<file path="src/rtl/key_direction_ctrl_if.sv">
// Key inputs and counter-control outputs of key_direction_ctrl.
// master drives the raw buttons; slave is the control block itself.
interface key_direction_ctrl_if;
    logic key_dir_n;
    logic key_ctl_n;
    logic direction;
    logic hold;
    logic clear;

    modport master (
        output key_dir_n,
        output key_ctl_n,
        input  direction,
        input  hold,
        input  clear
    );

    modport slave (
        input  key_dir_n,
        input  key_ctl_n,
        output direction,
        output hold,
        output clear
    );
endinterface

</file>
<file path="src/rtl/key_direction_ctrl.sv">
// Debounces the direction and control buttons of the up/down counter and
// turns them into a direction level, a hold level and a one-cycle clear pulse.
module key_direction_ctrl #(
    parameter int DEB_CYC  = 20000,
    parameter int LONG_CYC = 1000000,
    parameter int CNT_W    = 20
) (
    input  logic                clk,
    input  logic                rst_n,
    key_direction_ctrl_if.slave bus
);
    typedef enum logic [1:0] {UP, DEB_DOWN, DOWN, DEB_UP} key_st_e;

    localparam int KDIR = 0;
    localparam int KCTL = 1;
    // Transitions fire on the edge where the counter reaches its last value,
    // so the comparison is against the value one below it.
    localparam logic [CNT_W-1:0] DEB_PEN  = CNT_W'(DEB_CYC - 2);
    localparam logic [CNT_W-1:0] LONG_PEN = CNT_W'(LONG_CYC - 2);
    localparam logic [CNT_W-1:0] LONG_MAX = CNT_W'(LONG_CYC);

    function automatic logic [CNT_W-1:0] sat_inc(input logic [CNT_W-1:0] v);
        return (v == LONG_MAX) ? v : v + CNT_W'(1);
    endfunction

    logic [1:0]       sync_p0;
    logic [1:0]       sync_p1;
    key_st_e          st      [2];
    key_st_e          st_nxt  [2];
    logic [CNT_W-1:0] cnt     [2];
    logic [CNT_W-1:0] cnt_nxt [2];
    logic [1:0]       press_evt;
    logic [1:0]       release_evt;
    logic [CNT_W-1:0] lcnt;
    logic             long_done;
    logic             ctl_held;
    logic             long_hit;
    logic             dir_q;
    logic             hold_q;
    logic             clear_q;

    // stage p0/p1: two-flop synchronizer, bit 0 = direction key, bit 1 = control key
    always_ff @(posedge clk or negedge rst_n) begin
        if (!rst_n) begin
            sync_p0 <= 2'b11;
            sync_p1 <= 2'b11;
        end else begin
            sync_p0 <= {bus.key_ctl_n, bus.key_dir_n};
            sync_p1 <= sync_p0;
        end
    end

    // debounce FSMs, one per key, fed from the synchronized level
    always_ff @(posedge clk or negedge rst_n) begin
        if (!rst_n) begin
            for (int k = 0; k < 2; k++) begin
                st[k]  <= UP;
                cnt[k] <= '0;
            end
        end else begin
            for (int k = 0; k < 2; k++) begin
                st[k]  <= st_nxt[k];
                cnt[k] <= cnt_nxt[k];
            end
        end
    end

    always_comb begin
        for (int k = 0; k < 2; k++) begin
            st_nxt[k]      = st[k];
            cnt_nxt[k]     = '0;
            press_evt[k]   = 1'b0;
            release_evt[k] = 1'b0;
            case (st[k])
                UP: begin
                    if (!sync_p1[k]) st_nxt[k] = DEB_DOWN;
                end
                DEB_DOWN: begin
                    if (sync_p1[k]) begin
                        st_nxt[k] = UP;
                    end else if (cnt[k] == DEB_PEN) begin
                        st_nxt[k]    = DOWN;
                        press_evt[k] = 1'b1;
                    end else begin
                        cnt_nxt[k] = cnt[k] + CNT_W'(1);
                    end
                end
                DOWN: begin
                    if (sync_p1[k]) st_nxt[k] = DEB_UP;
                end
                DEB_UP: begin
                    if (!sync_p1[k]) begin
                        st_nxt[k] = DOWN;
                    end else if (cnt[k] == DEB_PEN) begin
                        st_nxt[k]      = UP;
                        release_evt[k] = 1'b1;
                    end else begin
                        cnt_nxt[k] = cnt[k] + CNT_W'(1);
                    end
                end
                default: st_nxt[k] = UP;
            endcase
        end
    end

    assign ctl_held = (st[KCTL] == DOWN) || (st[KCTL] == DEB_UP);
    assign long_hit = ctl_held && !long_done && (lcnt == LONG_PEN);

    // output stage: direction/hold levels, clear pulse and long-press tracking
    always_ff @(posedge clk or negedge rst_n) begin
        if (!rst_n) begin
            dir_q     <= 1'b1;
            hold_q    <= 1'b0;
            clear_q   <= 1'b0;
            lcnt      <= '0;
            long_done <= 1'b0;
        end else begin
            clear_q <= long_hit;
            if (press_evt[KDIR]) dir_q <= ~dir_q;
            if (press_evt[KCTL]) begin
                lcnt      <= '0;
                long_done <= 1'b0;
            end else if (ctl_held) begin
                lcnt <= sat_inc(lcnt);
                if (long_hit) long_done <= 1'b1;
            end
            // a long press wins over a release landing on the same edge
            if (long_hit) begin
                hold_q <= 1'b0;
            end else if (release_evt[KCTL] && !long_done) begin
                hold_q <= ~hold_q;
            end
        end
    end

    assign bus.direction = dir_q;
    assign bus.hold      = hold_q;
    assign bus.clear     = clear_q;
endmodule

</file>
<file path="src/flat_wrapper.sv">
// flat-port wrapper written by rule: the top's interface ports become plain ports
module key_direction_ctrl_flat 
#(
    parameter int DEB_CYC  = 20000,
    parameter int LONG_CYC = 1000000,
    parameter int CNT_W    = 20
)
  (clk, rst_n, bus_key_dir_n, bus_key_ctl_n, bus_direction, bus_hold, bus_clear);
  key_direction_ctrl_if bus_i ();
  input  logic clk;
  input  logic rst_n;
  input wire logic [$bits(bus_i.key_dir_n)-1:0] bus_key_dir_n;
  input wire logic [$bits(bus_i.key_ctl_n)-1:0] bus_key_ctl_n;
  output wire logic [$bits(bus_i.direction)-1:0] bus_direction;
  output wire logic [$bits(bus_i.hold)-1:0] bus_hold;
  output wire logic [$bits(bus_i.clear)-1:0] bus_clear;
  assign bus_i.key_dir_n = bus_key_dir_n;
  assign bus_i.key_ctl_n = bus_key_ctl_n;
  assign bus_direction = bus_i.direction;
  assign bus_hold = bus_i.hold;
  assign bus_clear = bus_i.clear;
  key_direction_ctrl #(.DEB_CYC(DEB_CYC), .LONG_CYC(LONG_CYC), .CNT_W(CNT_W)) u_core (.clk(clk), .rst_n(rst_n), .bus(bus_i));
endmodule
</file>
<file path="config.mk">
export PLATFORM = sky130hd
export DESIGN_NAME = key_direction_ctrl_flat
export DESIGN_NICKNAME = d
export VERILOG_FILES = /design/src/rtl/key_direction_ctrl_if.sv /design/src/rtl/key_direction_ctrl.sv /design/src/flat_wrapper.sv
export SDC_FILE = /design/constraint.sdc
export NUM_CORES = 1
export LEC_CHECK = 0
export BUFFER_PORTS_ARGS = -buffer_cell sky130_fd_sc_hd__buf_2
export CAP_MARGIN = 10
export CORE_MARGIN = 2
export CORE_UTILIZATION = 25
export CTS_CLUSTER_SIZE = 16
export DETAILED_ROUTE_END_ITERATION = 10
export PLACE_DENSITY = 0.5
export SETUP_SLACK_MARGIN = 0.1
export SYNTH_ARGS = -nofsm -noshare
export SYNTH_HDL_FRONTEND = slang
export SYNTH_SLANG_ARGS = --single-unit
</file>
<file path="constraint.sdc">
create_clock -name clk -period 3.5 [get_ports clk]
set_input_delay 0.7 -clock clk [delete_from_list [all_inputs] [get_ports clk]]
set_output_delay 0.7 -clock clk [all_outputs]
set_load 0.02 [all_outputs]
</file>
==> results.cfg <==
[place]
place.gp.congestion = 0.7333
dp_cells = 537
hpwl_mm = 4.733
portBuffers = 6

[synthesis]
synthMuxAreaShare_pct = 0.2794
synth_compound_area_share_pct = 9.640
synth_edf_count = 0
ys.flop_type = dfrtp_1
ys_types = 39
synthXorXnorAreaFrac_pct = 8.802
synth_common_cells = 67 x dfrtp_1, 39 x nor2_1, 22 x xor2_1
synthSimpleGateAreaFrac_pct = 25.74
synth_fa_ha_area_share_pct = 2.445
ys_async_sr_fraction_pct = 100.0
ys_seq_area_share_pct = 50.47
synth_top_cell_area_share_pct = 46.80
synth_top_family_by_area = simple AND/OR/NAND/NOR gates
ys_ff_latch = 72
synth_most_common_cell = dfrtp_1
syn_nets = 370
ys.warnings.count = 0
synth_top_area_cell = dfrtp_1
syn_area_per_cell_um2 = 9.978
synthTopCellsByArea = dfrtp_1 47%, xor2_1 5.4%, nor2_1 4.1%, dfstp_2 3.7%, xnor2_1 3.4%
netlist_instances = 359
syn_area_um2 = 3582

[worst_setup_path]
timing_worst_setup_path_type = flip-flop to flip-flop
crit_required_ns = 3.72
setup.worst_path.end_class = flip-flop
cp.arrival_ns = 2.26
slowest_delay_ns = 0.56
cp_max_fo = 4
start_kind = flip-flop
crit_slowest_cell = or4_4
cp_cell_sequence = or4bb_1, or4_4, o21a_1, a32o_1

[timing]
fmax_mhz = 489.0
setup_violations = 0
min_period_ns = 2.045
worst_pin_slew_ns = 0.9314
relSlewSlack_pct = 37.91
fin_setup_tns_ns = 0
timing.final.crit_share_pct = 58.43
hold_viol_final = 0
drv_slew = 0
rsz0062_at_grt = no
fin_skew_ns = 0.006064

[detailed_routing]
drt-pass1-iter-count = 4
postRouteAntennaNets = 0
num_vias = 2680
drt-wirelength-per-cell_um = 13.14
drc = 0
finalWirelength_mm = 7.267
drtIter0Drc = 116
via_per_inst = 4.846

[final_layout]
n_antenna_cell = 0
finalNetCount = 379
layout-drive-gt1-share_pct = 9.115
finish.utilization_pct = 29.56
fin_cells = 553
area_delta_synth_final_pct = 14.98
fillerInstances = 1449

[cts]
cts_made_buffers = 9
cts.sinks = 72
clkLatencyLatePin_ns = 0.33
ctsHtreeMaxLevel = 3
cts_resized = 0
cts_setup_buffers = 0
cts_tree = built
cts-root-buf = clkbuf_16
ctsHoldBuffers = 0
clk_pin_slew_ns = 0.06
clockBufferDepth = 2

[global_route]
antenna_found_initial = 0
grt_pass1_vias = 2642
grt.total_usage_pct = 10.68
grt_start_max_net_pins = 73
overflow = 0
grt_first_pass_wirelength_mm = 12.59

[floorplanning]
core_area_um2 = 13930
die-area_um2 = 15300
die_h_um = 123.7
die_x_um = 123.7
rows = 43
boundaryPins = 7
initial_core_util_pct = 25.71

[power_and_ir_drop]
ir_drop_mv = 0.2712
cellLeakagePower_nw = 1.617
p_total_mw = 1.809
power.density_nw_per_um2 = 439.3

[flow_run]
cap_violations = 0

[min_path]
hp-class = flip-flop to flip-flop

[run_status]
status = finished, final reports clean
-- layout by cell type (no fill, tap or decap), drive strengths merged --
cell	instances
nand3	22
and3	4
nand2	19
or4bb	2
buf	10
nor2b	2
nand4	16
ha	7
a32o	1
o21ai	12
xnor2	14
and2	5
clkinv	2
and4	9
or3	14
or2	1
nand2b	2
inv	12
or4	12
dfstp	5
o31ai	13
mux2i	1
xor2	22
bufinv	1
and4b	1
o31a	2
nor4	8
nor4bb	2
nand4b	1
o41ai	2
nor3	4
clkbuf	13
o211ai	3
a21oi	21
o21a	2
dfrtp	67
nor2	39
-- state kept, by name (all words and copies together), names as in the netlist, named ones only --
name                  count
u_core.cnt               40
u_core.lcnt              20
u_core.bus.clear          1
u_core.st                 2
u_core.bus.hold           1
u_core.long_done          1
u_core.sync_p0            2
u_core.bus.direction      1
u_core.sync_p1            2
-- final timing paths --
path | cells after the start | from | end | slack, ns
setup / recovery | 4 | u_core.lcnt[8] | u_core.lcnt[2] | 1.45
hold / removal | 0 | u_core.sync_p0[1] | u_core.sync_p1[1] | 0.36
setup reg to reg | 4 | u_core.lcnt[8] | u_core.lcnt[2] | 1.45
hold reg to reg | 0 | u_core.sync_p0[1] | u_core.sync_p1[1] | 0.36
max in group asynchronous | 2 | rst_n | u_core.long_done | 2.31
min in group asynchronous | 2 | rst_n | u_core.cnt[2] | 0.58
-- metrics by stage --
stage / hold slack [ns] / setup slack (ns) / area, µm²
finish: 0.3566 / 1.455 / 4119
global route: 0.3630 / 1.298 / 4119
CTS: 0.3577 / 1.445 / 4119
detailed placement: 0.3475 / 1.462 / 3819
global placement: 0.3497 / 1.509 / 3819
floorplan: 0.3452 / 1.558 / 3582
-- power by group --
group	switching [mW]	internal (mW)	leakage, nW
clock network	0.339	0.589	0.150
logic	0.0280	0.00817	0.485
registers	0.00478	0.840	0.982
-- kinds of logic after synthesis --
| kind of cell | after synthesis |
|---|---|
| buffers and inverters | 24 |
| AOI/OAI and AO/OA | 56 |
| and+or+nand+nor | 163 |
| muxes | 1 |
| adders and majority gates | 7 |
| xor gates and xnor gates | 36 |
| DFF | 72 |
-- per-layer routing --
layer | track usage, % | vias up | wire length [µm]
li1 | - | 1323 | -
met1 | 12.72 | 1316 | 3415
met2 | 17.38 | 31 | 3441
met3 | 3.526 | 10 | 275
met4 | 5.114 | 0 | 134
met5 | 0 | - | 0
-- final cells by class --
class                           count  area (µm²)  share of cell area, %
Multi-Input combinational cell    263        1680                  40.80
Clock inverter                      3       40.04                 0.9721
Inverter                           12       45.04                  1.094
Sequential cell                    72        1808                  43.89
Timing Repair Buffer               10       60.06                  1.458
Tap cell                          180       225.2                  5.468
Clock buffer                       13       260.3                  6.318
-- worst max-delay path, delay by kind of cell, from the launching register on --
kind | cells | cell delay [ns]
AO/OA/AOI/OAI | 2 | 0.46
flip-flops | 1 | 0.40
AND/OR/NAND/NOR | 2 | 1.08
No activity file was read; power rests on OpenSTA's default activity.
